[src/rtl/ahb_lite_manager.sv]
// ahb_lite_manager: single-command AHB-Lite manager driving NONSEQ/SEQ/BUSY/IDLE with wait-state and ERROR handling.
// Optional HMASTLOCK/cmd_lock ports are enabled by defining AHB_MGR_HMASTLOCK_EN.
module ahb_lite_manager #(
    parameter int ADDR_W = 32,
    parameter int DATA_W = 32
) (
    input  logic              HCLK,
    input  logic              HRESETn,
    input  logic              cmd_valid,
    output logic              cmd_ready,
    input  logic [ADDR_W-1:0] cmd_addr,
    input  logic              cmd_write,
    input  logic [2:0]        cmd_size,
    input  logic [2:0]        cmd_burst,
    input  logic [4:0]        cmd_len,
    input  logic              wvalid,
    input  logic [DATA_W-1:0] wdata,
    output logic              wready,
    output logic              rd_valid,
    output logic [DATA_W-1:0] rd_data,
    output logic              done,
    output logic              done_err,
    output logic [ADDR_W-1:0] HADDR,
    output logic [1:0]        HTRANS,
    output logic              HWRITE,
    output logic [2:0]        HSIZE,
    output logic [2:0]        HBURST,
    output logic [DATA_W-1:0] HWDATA,
    input  logic              HREADY,
    input  logic [1:0]        HRESP,
    input  logic [DATA_W-1:0] HRDATA
`ifdef AHB_MGR_HMASTLOCK_EN
    ,
    input  logic              cmd_lock,
    output logic              HMASTLOCK
`endif
);
    typedef enum logic [2:0] {S_IDLE, S_HOLD, S_ADDR, S_BURST, S_LAST, S_ERR} state_t;
    localparam logic [1:0] T_IDLE = 2'b00, T_BUSY = 2'b01, T_NSEQ = 2'b10, T_SEQ = 2'b11;
    state_t            r_state;
    logic [ADDR_W-1:0] r_addr;
    logic [1:0]        r_trans;
    logic              r_write;
    logic [2:0]        r_size;
    logic [2:0]        r_burst;
    logic [4:0]        r_beats;
    logic              r_dph;
    logic [DATA_W-1:0] r_hwdata;
    logic [DATA_W-1:0] r_rdata;
    logic              r_rvalid;
    logic              r_done;
    logic              r_err;
    logic              w_busy;
    logic [1:0]        w_htrans;
    logic              w_xfer;
    logic              w_err1;
    logic              w_wrap;
    logic              w_cross;
    logic [4:0]        w_beats;
    logic [ADDR_W-1:0] w_inc;
    logic [ADDR_W-1:0] w_mask;
    logic [ADDR_W-1:0] w_next;
    // BUSY is substituted combinationally so an empty write stream stalls the burst without losing the beat
    assign w_busy   = (r_state == S_BURST) & r_write & ~wvalid;
    assign w_htrans = w_busy ? T_BUSY : r_trans;
    assign w_xfer   = w_htrans[1] & HREADY;
    assign w_err1   = r_dph & ~HREADY & (HRESP == 2'b01);
    assign w_wrap   = ~r_burst[0] & (r_burst != 3'b000);
    assign w_inc    = r_addr + (ADDR_W'(1) << r_size);
    assign w_mask   = (ADDR_W'(2) << ({1'b0, r_burst[2:1]} + r_size)) - ADDR_W'(1);
    assign w_next   = w_wrap ? ((r_addr & ~w_mask) | (w_inc & w_mask)) : w_inc;
    assign w_cross  = w_next[ADDR_W-1:10] != r_addr[ADDR_W-1:10];
    assign w_beats  = (cmd_burst == 3'b000) ? 5'd0 :
                      (cmd_burst == 3'b001) ? ((cmd_len == 5'd0) ? 5'd0 : cmd_len - 5'd1) :
                      (5'd2 << cmd_burst[2:1]) - 5'd1;
    assign cmd_ready = r_state == S_IDLE;
    assign wready    = w_xfer & r_write;
    assign rd_valid  = r_rvalid;
    assign rd_data   = r_rdata;
    assign done      = r_done;
    assign done_err  = r_err;
    assign HADDR     = r_addr;
    assign HTRANS    = w_htrans;
    assign HWRITE    = r_write;
    assign HSIZE     = r_size;
    assign HBURST    = r_burst;
    assign HWDATA    = r_hwdata;
`ifdef AHB_MGR_HMASTLOCK_EN
    logic r_lock;
    assign HMASTLOCK = r_lock & ((r_state == S_ADDR) | (r_state == S_BURST));
    always_ff @(posedge HCLK or negedge HRESETn) begin
        if (!HRESETn)
            r_lock <= 1'b0;
        else if (r_state == S_IDLE && cmd_valid)
            r_lock <= cmd_lock;
    end
`endif
    always_ff @(posedge HCLK or negedge HRESETn) begin
        if (!HRESETn) begin
            r_state  <= S_IDLE;
            r_addr   <= '0;
            r_trans  <= T_IDLE;
            r_write  <= 1'b0;
            r_size   <= '0;
            r_burst  <= '0;
            r_beats  <= '0;
            r_dph    <= 1'b0;
            r_hwdata <= '0;
            r_rdata  <= '0;
            r_rvalid <= 1'b0;
            r_done   <= 1'b0;
            r_err    <= 1'b0;
        end else begin
            r_done   <= 1'b0;
            r_err    <= 1'b0;
            r_rvalid <= 1'b0;
            if (r_dph && HREADY && !r_write && HRESP == 2'b00) begin
                r_rvalid <= 1'b1;
                r_rdata  <= HRDATA;
            end
            if (HREADY)
                r_dph <= w_xfer;
            if (w_xfer && r_write)
                r_hwdata <= wdata;
            case (r_state)
                S_IDLE: if (cmd_valid) begin
                    r_addr  <= cmd_addr;
                    r_write <= cmd_write;
                    r_size  <= cmd_size;
                    r_burst <= cmd_burst;
                    r_beats <= w_beats;
                    r_state <= (cmd_write && !wvalid) ? S_HOLD : S_ADDR;
                    r_trans <= (cmd_write && !wvalid) ? T_IDLE : T_NSEQ;
                end
                S_HOLD: if (wvalid) begin
                    r_state <= S_ADDR;
                    r_trans <= T_NSEQ;
                end
                S_ADDR, S_BURST: if (w_err1) begin
                    r_trans <= T_IDLE;
                    r_state <= S_ERR;
                end else if (w_xfer) begin
                    if (r_beats == 5'd0) begin
                        r_trans <= T_IDLE;
                        r_state <= S_LAST;
                    end else begin
                        r_addr  <= w_next;
                        r_trans <= w_cross ? T_NSEQ : T_SEQ;
                        r_beats <= r_beats - 5'd1;
                        r_state <= S_BURST;
                    end
                end
                S_LAST: if (w_err1) begin
                    r_state <= S_ERR;
                end else if (HREADY) begin
                    r_done  <= 1'b1;
                    r_state <= S_IDLE;
                end
                S_ERR: if (HREADY) begin
                    r_done  <= 1'b1;
                    r_err   <= 1'b1;
                    r_state <= S_IDLE;
                end
                default: r_state <= S_IDLE;
            endcase
        end
    end
endmodule

[config.mk]
export PLATFORM = sky130hd
export DESIGN_NAME = ahb_lite_manager
export DESIGN_NICKNAME = d
export VERILOG_FILES = /design/src/rtl/ahb_lite_manager.sv
export SDC_FILE = /design/constraint.sdc
export NUM_CORES = 1
export LEC_CHECK = 0
export CORE_UTILIZATION = 45
export CTS_CLUSTER_SIZE = 8
export DETAILED_ROUTE_END_ITERATION = 16
export PLACE_DENSITY = 0.93
export SETUP_SLACK_MARGIN = 0.3
export SLEW_MARGIN = 10
export SYNTH_ARGS = -nofsm -noshare
export SYNTH_HDL_FRONTEND = slang
export SYNTH_SLANG_ARGS = --single-unit
[constraint.sdc]
create_clock -name HCLK -period 3.18 [get_ports HCLK]
set_input_delay 0.636 -clock HCLK [delete_from_list [all_inputs] [get_ports HCLK]]
set_output_delay 0.636 -clock HCLK [all_outputs]
set_load 0.05 [all_outputs]
==> results of run 1 <==
==> cell usage after synthesis (3+ instances only) <==
library cell | number | area share [%]
nand3_1 | 15 | 1.2
nand2_1 | 152 | 9.3
o211ai_1 | 5 | 0.61
a21oi_1 | 30 | 2.5
xor2_1 | 3 | 0.43
xnor2_1 | 6 | 0.86
a2111oi_0 | 3 | 0.43
clkbuf_1 | 17 | 1.0
a21o_1 | 5 | 0.61
nor3b_1 | 3 | 0.37
nor2b_1 | 3 | 0.31
nor4b_1 | 4 | 0.57
o22a_1 | 6 | 0.86
o21ai_0 | 25 | 2.0
o32ai_1 | 3 | 0.43
and2_1 | 3 | 0.31
a2bb2oi_1 | 5 | 0.71
buf_1 | 3 | 0.18
dfrtp_1 | 117 | 48
a31oi_1 | 13 | 1.3
nand4_1 | 7 | 0.71
ha_1 | 13 | 2.7
a211oi_1 | 8 | 0.98
and3_1 | 5 | 0.51
o21a_1 | 4 | 0.49
mux2_2 | 38 | 7.0
o22ai_1 | 6 | 0.61
nor3_1 | 11 | 0.90
buf_2 | 13 | 1.1
or3_1 | 4 | 0.41
inv_1 | 22 | 1.3
nor2_1 | 51 | 3.1
==> cell type report <==
cell class	instances	area share, %
tap	176	2.358
clock buffer	24	5.157
clock inverter	5	0.8038
multi-input combinational	483	32.83
sequential	117	31.41
inverter	22	0.8841
timing repair buffer	250	26.55
==> repair_timing <==
item | CTS | global route
pin swaps | 0 | 1
resized for setup | 1 | 14
gates cloned | 0 | 0
buffers inserted | 2 | 7
endpoints found under the setup margin | 5 | 18
==> layer usage <==
| metal | track usage, % | share of wire, % | up-vias |
|---|---|---|---|
| li1 | - | - | 2788 |
| met1 | 34.17 | 40 | 2905 |
| met2 | 46.09 | 50 | 312 |
| met3 | 7.432 | 8.3 | 40 |
| met4 | 11.87 | 2.4 | 0 |
| met5 | 0 | 0 | - |
==> per-stage QoR <==
step | worst slack (ps) | utilization [%] | std cells | hold WS (ps)
after CTS | 317.3 | 69.61 | 1070 | 278.8
after detailed placement | 261.7 | 65.28 | 1039 | 464.2
after global routing | 293.6 | 70.53 | 1077 | 309.8
final | 371.1 | 70.53 | 1077 | 253.0
after floorplan | 281.3 | - | 655 | 340.4
after global placement | 388.6 | 65.28 | 1039 | 457.2
==> worst max-delay path by stage <==
stage | to | slack [ps] | depth (start not counted)
2_1_floorplan | flip-flop | 280 | 13
3_3_place_gp | HADDR[27]$_DFFE_PN0P_ | 390 | 12
3_5_place_dp | flip-flop | 260 | 12
4_1_cts | HADDR[17]$_DFFE_PN0P_ | 320 | 8
5_1_grt | flip-flop | 290 | 12
6_report | flip-flop | 370 | 12
==> cell families after synthesis <==
family          after synthesis
flops                       117
xor+xnor                     10
simple gates                273
fa+ha+maj                    15
mux                          39
compound gates              146
buf+inv                      55
==> power by group through the flow <==
stage	Clock (mW)	Sequential (mW)	Combinational (mW)
after global placement	0	2.85	6.89
after floorplan	0	4.99	2.56
after global routing	1.93	2.98	7.70
after detailed placement	0	2.89	7.03
final	1.84	2.90	7.27
after CTS	1.86	2.89	7.09
==> flip-flops by register name (all words and copies together), names as in the netlist, named ones only <==
| name | cells |
|---|---|
| r_beats | 5 |
| HBURST | 3 |
| rd_valid | 1 |
| rd_data | 32 |
| HADDR | 23 |
| r_trans | 2 |
| HWDATA | 32 |
| HWRITE | 1 |
| done_err | 1 |
| r_dph | 1 |
| r_state | 3 |
| done | 1 |
| HSIZE | 3 |
==> results.yml, run 1 <==
pwr:
  p_int_mw: 6.103
  power.leakage_nw: 4.010
  p_total_mw: 12.01
  seq_power_share_pct: 24.1
  vdd_ir_drop_max_uv: 740.6
  comb_power_share_pct: 60.6
  swShare_pct: 49.18
  p_per_area_nw_per_um2: 1286
  pwr-share-clk_pct: 15.3
  p_switching_mw: 5.907
yosys:
  synth.mux.area_fraction_pct: 7.150
  synthArstFlopShare_pct: 100.0
  synth-adder-area-share_pct: 3.309
  yosysWarnings: 0
  synth_cell_type_count: 70
  syn_inst: 655
  avgSynthCellArea_um2: 9.351
  synth_xor_area_share_pct: 1.553
  syn-cell-area_um2: 6125
  ys_seq_area_share_pct: 47.80
  synth-seq-cells: 117
  synthSimpleGateAreaFrac_pct: 19.84
  synth_top_family_by_area: "simple AND/OR/NAND/NOR gates"
  synth_compound_area_share_pct: 16.71
  synth-edff-count: 0
  syn_nets: 785
  ys.flop_type: "dfrtp_1"
critical_path:
  reg2reg_depth: 12
  r2r_slack_ps: 370
  critPathSlowestCell: "fa_2"
  critPathKind: "flip-flop to flip-flop"
  cp_common_cell: "inv_1"
  cp_top_family: "adder cells"
  r2r-start: "HBURST[1]$_DFFE_PN0P_"
  cp_data_required_time_ps: 3480
  start_kind: "flip-flop"
  arrival_ps: 3110
  max_stage_delay_ps: 600
  end_kind: "flip-flop"
  cp-startpoint: "HBURST[1]$_DFFE_PN0P_"
  cp_max_fo: 8
  crit_buf_inv: 2
  crit_chain: "ha_4 -> inv_1 -> fa_2 -> nand2_1 -> nor2_2 -> inv_1 -> ha_2 -> a31o_2 -> o211ai_4 -> nor2_1 -> a32o_1 -> a22o_1"
clock_tree:
  htreeDepth: 4
  cts_buffers: 17
  cts_tree: "yes"
  hold_buffers: 0
  clk_path_buf_depth: 2
  cts_sinks: 117
  clk_latency_ps: 410
  root_buffer: "clkbuf_16"
  clk_pin_slew_ps: 50
outcome:
  status: "finished, final reports clean"
final_layout:
  multi_input_area_um2: 3067
  drive_gt1_share_pct: 14.21
  seqCellArea_um2: 2934
  nets: 1021
  final_common_cell: "clkdlybuf4s50_1"
  final_cell_mix: "219 x clkdlybuf4s50_1, 152 x nand2_1, 112 x dfrtp_1"
  area_growth_pct: 52.50
  nFillCells: 962
  design_area_um2: 9340
  n_antenna_cell: 0
global_routing:
  grt_use_total_pct: 27.84
  overflow: 0
  antenna_found_initial: 0
  grt_pass1_vias: 6083
  grt_max_degree: 54
  grt_pass1_wl_um: 30750
place:
  dpl_cell_area_um2: 8645
  io_buffers: 224
  dpl.hpwl_um: 13870
  place_congestion: 0.9327
routing:
  viasPerCell: 5.613
  drc: 0
  first_pass_iters: 5
  wirelength_um: 19210
  drtAntennaViolNets: 0
  drt_iter0_drc: 589
  routedWlPerCell_um: 17.84
  vias: 6045
hold_path:
  hold_class: "input port to asynchronous set/reset pin"
floorplanning:
  dieHeight_um: 118.7
  start_util_pct: 46.25
  ios: 225
  rows: 42
  die_w_um: 118.7
  dieArea_um2: 14080
  core-area_um2: 13240
sta:
  max_freq_mhz: 356.0
  setup_viol: 0
  rsz0062_at_grt: "yes"
  fin_skew_ps: 8.475
  slew-limit-headroom_pct: 42.11
  post-route-period-util_pct: 88.33
  setup_tns_ps: 0
  hold_violations: 0
  slew_violations: 0
  tightest_slew_ps: 861.7
  period_needed_ps: 2809
run:
  maxCapViolations: 0
Power figures use the tool's default switching activity.
==> run 2, diff against run 1 <==
--- a/config.mk
+++ b/config.mk
@@ -5,6 +5,7 @@
 export SDC_FILE = /design/constraint.sdc
 export NUM_CORES = 1
 export LEC_CHECK = 0
+export CAP_MARGIN = 20
 export CORE_UTILIZATION = 45
 export CTS_CLUSTER_SIZE = 8
 export DETAILED_ROUTE_END_ITERATION = 16
==> results of run 2 <==
Final layout, timing and power as in run 1 (identical DEF).
